--- config.mk ---
export PLATFORM = sky130hd
export DESIGN_NAME = seg_scan
export DESIGN_NICKNAME = d
export VERILOG_FILES = /design/src/rtl/seg_scan.sv
export SDC_FILE = /design/constraint.sdc
export NUM_CORES = 1
export LEC_CHECK = 0
export CORE_MARGIN = 4
export CORE_UTILIZATION = 36
export DETAILED_ROUTE_END_ITERATION = 8
export GPL_ROUTABILITY_DRIVEN = 0
export PLACE_DENSITY = 0.57
export SETUP_SLACK_MARGIN = 0.2
export SYNTH_ARGS = -nofsm -noshare
export SYNTH_HDL_FRONTEND = slang
export SYNTH_SLANG_ARGS = --single-unit
--- constraint.sdc ---
create_clock -name clk -period 4 [get_ports clk]
set_clock_uncertainty 0.2 [all_clocks]
set_input_delay 1 -clock clk [delete_from_list [all_inputs] [get_ports clk]]
set_output_delay 1 -clock clk [all_outputs]
set_load 0.01 [all_outputs]
--- src/rtl/seg_scan.sv ---
// Four-digit multiplexed common-anode seven-segment driver with per-frame snapshot,
// dead-time, leading-zero blank and optional finish blink (define SEG_BLINK_EN).
module seg_scan #(
    parameter int unsigned SCAN_DIV     = 50000,
    parameter int unsigned DEAD         = 500,
    parameter int unsigned BLINK_FRAMES = 125
) (
    input  logic       clk,
    input  logic       rst_n,
    input  logic [3:0] minute1,
    input  logic [3:0] minute0,
    input  logic [3:0] second1,
    input  logic [3:0] second0,
    input  logic       finish,
    output logic [7:0] seg,
    output logic [3:0] an
);

    localparam int unsigned CntW = (SCAN_DIV > 1) ? $clog2(SCAN_DIV) : 1;

    logic [CntW-1:0]  cnt_q, cnt_d;
    logic [1:0]       idx_q, idx_d;
    logic [3:0][3:0]  snap_q, snap_d;
    logic             frame_start, slot_end, frame_end;
    logic [3:0]       digit;
    logic             blink_blank;
    logic             blank;
    logic [7:0]       seg_d;
    logic [3:0]       an_d;

    function automatic logic [6:0] seg7(input logic [3:0] d);
        logic [6:0] s;
        case (d)
            4'd0:    s = 7'h40;
            4'd1:    s = 7'h79;
            4'd2:    s = 7'h24;
            4'd3:    s = 7'h30;
            4'd4:    s = 7'h19;
            4'd5:    s = 7'h12;
            4'd6:    s = 7'h02;
            4'd7:    s = 7'h78;
            4'd8:    s = 7'h00;
            4'd9:    s = 7'h10;
            default: s = 7'h3F;
        endcase
        return s;
    endfunction

    always_comb begin
        frame_start = (cnt_q == '0) && (idx_q == 2'd0);
        slot_end    = (cnt_q == CntW'(SCAN_DIV - 1));
        frame_end   = slot_end && (idx_q == 2'd3);
        cnt_d       = slot_end ? '0 : cnt_q + 1'b1;
        idx_d       = slot_end ? idx_q + 2'd1 : idx_q;
        // Outputs use the incoming snapshot so the capture cycle already shows the new frame.
        snap_d      = frame_start ? {minute1, minute0, second1, second0} : snap_q;
        digit       = snap_d[idx_q];
        seg_d       = {(idx_q != 2'd2), seg7(digit)};
        blank       = (32'(cnt_q) < DEAD)
                   || ((idx_q == 2'd3) && (snap_d[3] == 4'd0))
                   || blink_blank;
        an_d        = blank ? 4'b1111 : ~(4'b0001 << idx_q);
    end

    always_ff @(posedge clk or negedge rst_n) begin
        if (!rst_n) begin
            cnt_q  <= '0;
            idx_q  <= 2'd0;
            snap_q <= '0;
            seg    <= 8'hFF;
            an     <= 4'b1111;
        end else begin
            cnt_q  <= cnt_d;
            idx_q  <= idx_d;
            snap_q <= snap_d;
            seg    <= seg_d;
            an     <= an_d;
        end
    end

`ifdef SEG_BLINK_EN
    localparam int unsigned FcW = (BLINK_FRAMES > 1) ? $clog2(BLINK_FRAMES) : 1;

    logic           fin_q, fin_d;
    logic           phase_q, phase_d;
    logic [FcW-1:0] fc_q, fc_d;

    always_comb begin
        fin_d       = frame_start ? finish : fin_q;
        blink_blank = fin_d && phase_q;
        fc_d        = fc_q;
        phase_d     = phase_q;
        // Counter and phase stay cleared until a frame with finish set completes.
        if (!fin_q) begin
            fc_d    = '0;
            phase_d = 1'b0;
        end else if (frame_end) begin
            if (fc_q == FcW'(BLINK_FRAMES - 1)) begin
                fc_d    = '0;
                phase_d = ~phase_q;
            end else begin
                fc_d = fc_q + 1'b1;
            end
        end
    end

    always_ff @(posedge clk or negedge rst_n) begin
        if (!rst_n) begin
            fin_q   <= 1'b0;
            phase_q <= 1'b0;
            fc_q    <= '0;
        end else begin
            fin_q   <= fin_d;
            phase_q <= phase_d;
            fc_q    <= fc_d;
        end
    end
`else
    logic unused_finish;
    assign unused_finish = finish;
    assign blink_blank   = 1'b0;
`endif

endmodule

==> results of run 1 <==
cells by family (layout without fill, tap and decap cells):
logic type | after synthesis | after routing | synth area share (%)
compound gates | 21 | 21 | 8.310
xor+xnor | 15 | 15 | 5.132
fa+ha+maj | 12 | 12 | 5.865
buf+inv | 20 | 53 | 4.106
flops | 46 | 46 | 45.55
mux | 23 | 23 | 11.05
simple gates | 95 | 95 | 19.99
final timing paths:
kind	start	to	slack, ns
setup / recovery	idx_q[1]$_DFFE_PN0N_	seg[3]$_DFF_PN1_	0.73
hold / removal	snap_q[8]$_DFF_PN0_	snap_q[8]$_DFF_PN0_	0.28
setup reg to reg	idx_q[1]$_DFFE_PN0N_	seg[3]$_DFF_PN1_	0.73
hold reg to reg	snap_q[8]$_DFF_PN0_	snap_q[8]$_DFF_PN0_	0.28
max in group asynchronous	rst_n	snap_q[12]$_DFF_PN0_	2.31
min in group asynchronous	rst_n	snap_q[9]$_DFF_PN0_	0.66
final cells by class:
class                           count  area [sq um]  share of cell area [%]
Sequential cell                    46          1166                   38.34
Inverter                           13         48.80                   1.604
Multi-Input combinational cell    166          1289                   42.37
Timing Repair Buffer               32         307.8                   10.12
Tap cell                           96         120.1                   3.949
Clock buffer                        8         110.1                   3.620
stage by stage:
step / util, % / total power (W)
5_1_grt: 44.28 / 0.0009459
3_5_place_dp: 42.68 / 0.0005827
3_3_place_gp: 42.68 / 0.0005819
4_1_cts: 44.28 / 0.0009175
2_1_floorplan: - / 0.0005348
6_report: 44.28 / 0.0009026
sequential cells by signal (all words and copies together) (netlist names):
signal,flops
an,4
snap_q,16
idx_q,2
cnt_q,16
seg,8
worst max-delay path, cell delays in order, from the launching register on:
cell      delay (ns)
dfrtp_1         0.47
inv_2           0.20
ha_1            0.20
and4bb_1        0.26
nand4b_4        0.20
nor2_8          0.30
mux4_2          0.62
inv_1           0.13
ha_1            0.15
inv_1           0.04
mux2_4          0.27
a22oi_1         0.15
synth_stat cells (2+ instances only):
cell type / count / share of area, %
mux4_2: 3 / 2.6
a2bb2oi_1: 2 / 0.68
a22oi_1: 2 / 0.59
mux2_1: 2 / 0.88
nand2_1: 41 / 6.0
inv_2: 2 / 0.29
nor4_2: 2 / 0.98
nor3_1: 3 / 0.59
nand4_1: 3 / 0.73
buf_6: 4 / 1.8
inv_1: 11 / 1.6
mux2i_1: 14 / 5.5
clkbuf_1: 2 / 0.29
o21ai_0: 3 / 0.59
mux2_2: 2 / 0.88
or2_1: 4 / 0.98
nand3_1: 11 / 2.2
ha_1: 12 / 5.9
mux2_4: 2 / 1.2
dfrtp_1: 34 / 33
nor2_1: 15 / 2.2
a221oi_2: 2 / 1.2
dfstp_2: 12 / 12
a21oi_1: 2 / 0.39
xor2_1: 8 / 2.7
xnor2_1: 7 / 2.4
layer usage:
layer	up-vias	track usage (%)
met5	-	0
met4	0	4.084
met3	6	2.437
met2	23	20.18
met1	809	16.56
li1	860	-
placed cells by master (no fill, tap or decap), types with 2 or more instances in the layout:
cell type        Yosys  final
nand2_1             41     41
dfrtp_1             34     34
clkdlybuf4s50_1      0     28
nor2_1              15     15
mux2i_1             14     14
ha_1                12     12
dfstp_2             12     12
inv_1               11     11
nand3_1             11     11
xor2_1               8      8
clkbuf_8             0      8
xnor2_1              7      7
or2_1                4      4
mux4_2               3      3
o21ai_0              3      3
nand4_1              3      3
nor3_1               3      3
buf_4                0      3
inv_2                2      2
nor4_2               2      2
mux2_2               2      2
mux2_1               2      2
a221oi_2             2      2
a21oi_1              2      2
a2bb2oi_1            2      2
mux2_4               2      2
a22oi_1              2      2
power groups by stage:
stage / registers (W) / clock network, W / logic [W]
2_1_floorplan: 0.000500 / 0 / 0.0000346
3_3_place_gp: 0.000497 / 0 / 0.0000846
3_5_place_dp: 0.000497 / 0 / 0.0000853
4_1_cts: 0.000489 / 0.000343 / 0.0000855
5_1_grt: 0.000490 / 0.000362 / 0.0000939
6_report: 0.000489 / 0.000330 / 0.0000837
==> impl_metrics.csv, run 1 <==
group,metric,value,unit
status,outcome,"finished clean",
routing,drcViolationCount,0,
synthesis,syn_area_per_cell,11.03,sq um
timing,final.min_clock_period,3.269,ns
timing,slew_viol_final,0,
floorplanning,die_w,92.33,microns
clock_tree,cts_tree,"done",
final_layout,area_growth,18.82,%
placement,hpwl,3516,microns
critical_path,worstSetupPathType,"reg2reg",
power,powerDensity,296.8,nW/um^2
synthesis,synth_edf_count,0,
final_layout,fin_cells,361,
power,swShare,22.26,%
grt,grt_max_degree,47,
power,leakage,1.296,nW
power,p_seq_share,54.1,%
final_layout,nNetsFinal,295,
critical_path,end_kind,"flop",
power,power.share.clock,36.6,%
clock_tree,cts_root_buf,"clkbuf_8",
power,comb_power_share,9.3,%
routing,dr_total_vias,1698,
worst_hold_path,hold_path.class,"reg2reg",
final_layout,fill_cells,667,
clock_tree,h-tree-depth,2,
timing,worst_pin_slew,1.011,ns
timing,setup_viol,0,
critical_path,path_max_fanout,17,
routing,drt_iter0_drc,67,
grt,antenna_found_initial,0,
synthesis,syn_inst,232,
synthesis,syn-cell-area,2560,sq um
placement,dpl.cell_count,353,
floorplanning,die_area,8524,sq um
floorplanning,rows,30,
final_layout,drive_gt1_share,18.87,%
routing,routed_wl,4812,microns
floorplanning,ioPinCount,31,
timing,finalSetupTns,0,ns
clock_tree,clockBufferDepth,2,
grt,grt_pass1_vias,1726,
grt,overflow,0,
clock_tree,cts.reportedPaths.clkPinSlew,0.08,ns
grt,grt_use_total,12.40,%
placement,io_buffers,29,
synthesis,ys_seq_area_share,45.55,%
routing,wl_per_cell,13.33,microns
routing,drt_first_pass_iters,4,
synthesis,ys_async_sr_fraction,100.0,%
clock_tree,holdBufCountCts,0,
timing,min_period_over_period,81.73,%
final_layout,final_area,3042,sq um
routing,ant_nets,0,
run,cap_viol_max_count,0,
clock_tree,post_cts_buffers,0,
routing,routed.top_layer,"met4",
floorplanning,dieHeight,92.33,microns
synthesis,synth_cell_types,53,
routing,wl_met1,2276,microns
placement,place_ws,0.7009,ns
critical_path,r2r_cells,11,
grt,grt_pass1_wl,8418,microns
placement,dpl_cell_area,2932,sq um
timing,finalWorstSetupSlack,0.7309,ns
power,p_int,0.0007017,W
critical_path,start_kind,"flop",
timing,whs,0.2808,ns
synthesis,synth_warnings,0,
timing,slew-limit-headroom,32.62,%
clock_tree,cts-resized-gates,0,
worst_hold_path,worst_hold_path.num_cells,2,
critical_path,crit_arrival,3.29,ns
clock_tree,numCtsBuffers,5,
power,power.switching,0.0002009,W
floorplanning,core-area,6869,sq um
synthesis,synth_nets,263,
routing,via_per_inst,4.704,
critical_path,worstPathRequired,4.03,ns
final_layout,diodes,0,
timing,finalHoldViolations,0,
synthesis,ys_seq_elements,46,
clock_tree,clock_latency,0.30,ns
floorplanning,initial_core_util,37.27,%
synthesis,synth_flop_cell,"dfrtp_1",
power,peakVddDrop,0.1152,mV
routing,wl_met2,2321,microns
timing,rsz0062_at_grt,"false",
routing,wl_met3,139,microns
clock_tree,clkSinkCount,46,
timing,fmax,305.9,MHz
Note: power is estimated with default switching activity, not from simulation.
==> run 2: changes to the inputs <==
Clock period 4 ns to 3.1 ns, I/O delays scaled along.
==> impl_metrics.csv, run 2 (same netlist as run 1, synthesis figures left out) <==
group,metric,value,unit
routing,wl_per_cell,13.50,microns
worst_hold_path,worst_hold_path.num_cells,2,
final_layout,fill_cells,634,
critical_path,critical_path.cell_chain,"or2_4 > or4_4 > nor2_8 > mux4_2 > inv_2 > ha_4 > inv_2 > mux2_4 > a2bb2oi_2",
critical_path,crit_slowest_cell,"mux4_2",
critical_path,path_max_fanout,6,
critical_path,crit_arrival,2.93,ns
timing,slew_viol_final,0,
floorplanning,dieHeight,92.33,microns
final_layout,diodes,0,
routing,drt_first_pass_iters,4,
placement,io_buffers,29,
floorplanning,ioPinCount,31,
grt,grt_max_degree,42,
grt,grt_use_total,12.87,%
floorplanning,initial_core_util,37.27,%
critical_path,start_kind,"flop",
critical_path,crit_family,"simple AND/OR/NAND/NOR gates",
floorplanning,die_w,92.33,microns
critical_path,reg2reg_from,"cnt_q[13]$_DFF_PN0_",
power,powerDensity,365.2,nW/um^2
final_layout,layout_common_cells,"41 x nand2_1, 34 x dfrtp_1, 28 x clkdlybuf4s50_1",
clock_tree,h-tree-depth,2,
floorplanning,rows,30,
run,cap_viol_max_count,0,
clock_tree,clkSinkCount,46,
floorplanning,die_area,8524,sq um
grt,grt_pass1_wl,8562,microns
timing,fmax,346.5,MHz
timing,min_period_over_period,93.10,%
critical_path,cp.depth,9,
clock_tree,cts_root_buf,"clkbuf_8",
routing,dr_total_vias,1785,
clock_tree,numCtsBuffers,5,
timing,rsz0062_at_grt,"true",
status,outcome,"finished clean",
critical_path,rrSetupSlack,0.21,ns
timing,whs,0.2775,ns
final_layout,reg_top3,"cnt_q (16), snap_q (16), seg (8)",
worst_hold_path,whs_endpoint,"snap_q[8]$_DFF_PN0_",
grt,antenna_found_initial,0,
power,peakVddDrop,0.1545,mV
routing,drcViolationCount,0,
routing,routed_wl,5131,microns
placement,hpwl,3720,microns
final_layout,nNetsFinal,314,
timing,setup_viol,0,
timing,worst_pin_slew,0.9122,ns
critical_path,worstPathRequired,3.14,ns
critical_path,end_kind,"flop",
clock_tree,cts.reportedPaths.clkPinSlew,0.09,ns
clock_tree,clock_latency,0.30,ns
timing,slew-limit-headroom,39.19,%
clock_tree,cts_tree,"done",
placement,dpl.cell_count,363,
routing,ant_nets,0,
final_layout,fin_cells,380,
clock_tree,clockBufferDepth,2,
routing,drt_iter0_drc,70,
final_layout,drive_gt1_share,27.11,%
critical_path,r2r_cells,9,
grt,grt_pass1_vias,1708,
timing,finalWorstSetupSlack,0.2138,ns
worst_hold_path,hold_path.class,"reg2reg",
critical_path,worstReg2RegEnd,"seg[0]$_DFF_PN1_",
placement,place_ws,0.1631,ns
final_layout,area_growth,26.05,%
critical_path,crit_path_frequent_cell,"inv_2",
grt,overflow,0,
floorplanning,core-area,6869,sq um
critical_path,worstSetupPathType,"reg2reg",
timing,finalHoldViolations,0,
worst_hold_path,min_from,"snap_q[8]$_DFF_PN0_",
routing,via_per_inst,4.697,
final_layout,mostFrequentLayoutCell,"nand2_1",
timing,final.min_clock_period,2.886,ns
critical_path,crit_buf_inv,2,
power,leakage,1.390,nW
timing,finalSetupTns,0,ns
critical_path,critPathMaxStageDelay,0.58,ns
[run 2: cell types whose count changed in the layout (fill, tap and decap cells not counted), sizes merged]
| cell | before | now |
|---|---|---|
| buf | 4 | 23 |
[run 2: how the worst max path moves through the flow]
stage,from,endpoint,slack [ns]
finish,cnt_q[13]$_DFF_PN0_,seg[0]$_DFF_PN1_,0.21
global route,cnt_q[13]$_DFF_PN0_,seg[3]$_DFF_PN1_,0.08
CTS,idx_q[0]$_DFFE_PN0N_,seg[3]$_DFF_PN1_,0.19
detailed placement,cnt_q[4]$_DFF_PN0_,seg[3]$_DFF_PN1_,0.16
global placement,idx_q[0]$_DFFE_PN0N_,seg[3]$_DFF_PN1_,0.18
floorplan,idx_q[0]$_DFFE_PN0N_,seg[3]$_DFF_PN1_,0.21
[run 2: tightest hold or removal path, cell delays in order, from the launching register on]
cell     delay, ns
dfrtp_1       0.35
nand2_1       0.05
nand2_1       0.05
[run 2: layer usage]
layer,vias up,track usage (%),part of all wire [%]
met4,0,4.455,1.5
met2,22,22.05,51
met1,857,16.05,45
li1,901,-,-
met3,5,2.681,2.1
met5,-,0,0
[run 2: power breakdown]
| group | internal, W | total (W) | switching, W | leakage, nW |
|---|---|---|---|---|
| sequential | 0.000623 | 0.000630 | 0.00000712 | 0.550 |
| clock | 0.000225 | 0.000428 | 0.000202 | 0.0575 |
| combinational | 0.0000654 | 0.000120 | 0.0000551 | 0.783 |
| total | 0.000914 | 0.00118 | 0.000264 | 1.39 |
[run 2: repair_timing]
item                                    in CTS  in global routing
pin swaps                                    0                  3
resized for setup                            1                  5
setup buffers                                3                  6
hold buffers                                 0                  0
endpoints found under the setup margin       4                  5
[run 2: stage by stage]
step / instance area (sq um) / power (W) / util (%)
final: 3227 / 0.001179 / 46.98
after global routing: 3227 / 0.001245 / 46.98
after CTS: 3158 / 0.001201 / 45.97
after detailed placement: 3017 / 0.0007563 / 43.92
after global placement: 3017 / 0.0007547 / 43.92
after floorplan: 2570 / 0.0006904 / -
[run 2: area by class of cell]
cell class	instances	area, sq um	area share (%)
Sequential cell	46	1166	36.14
Tap cell	96	120.1	3.722
Multi-Input combinational cell	166	1326	41.10
Clock buffer	8	110.1	3.412
Inverter	13	53.80	1.667
Timing Repair Buffer	51	450.4	13.96
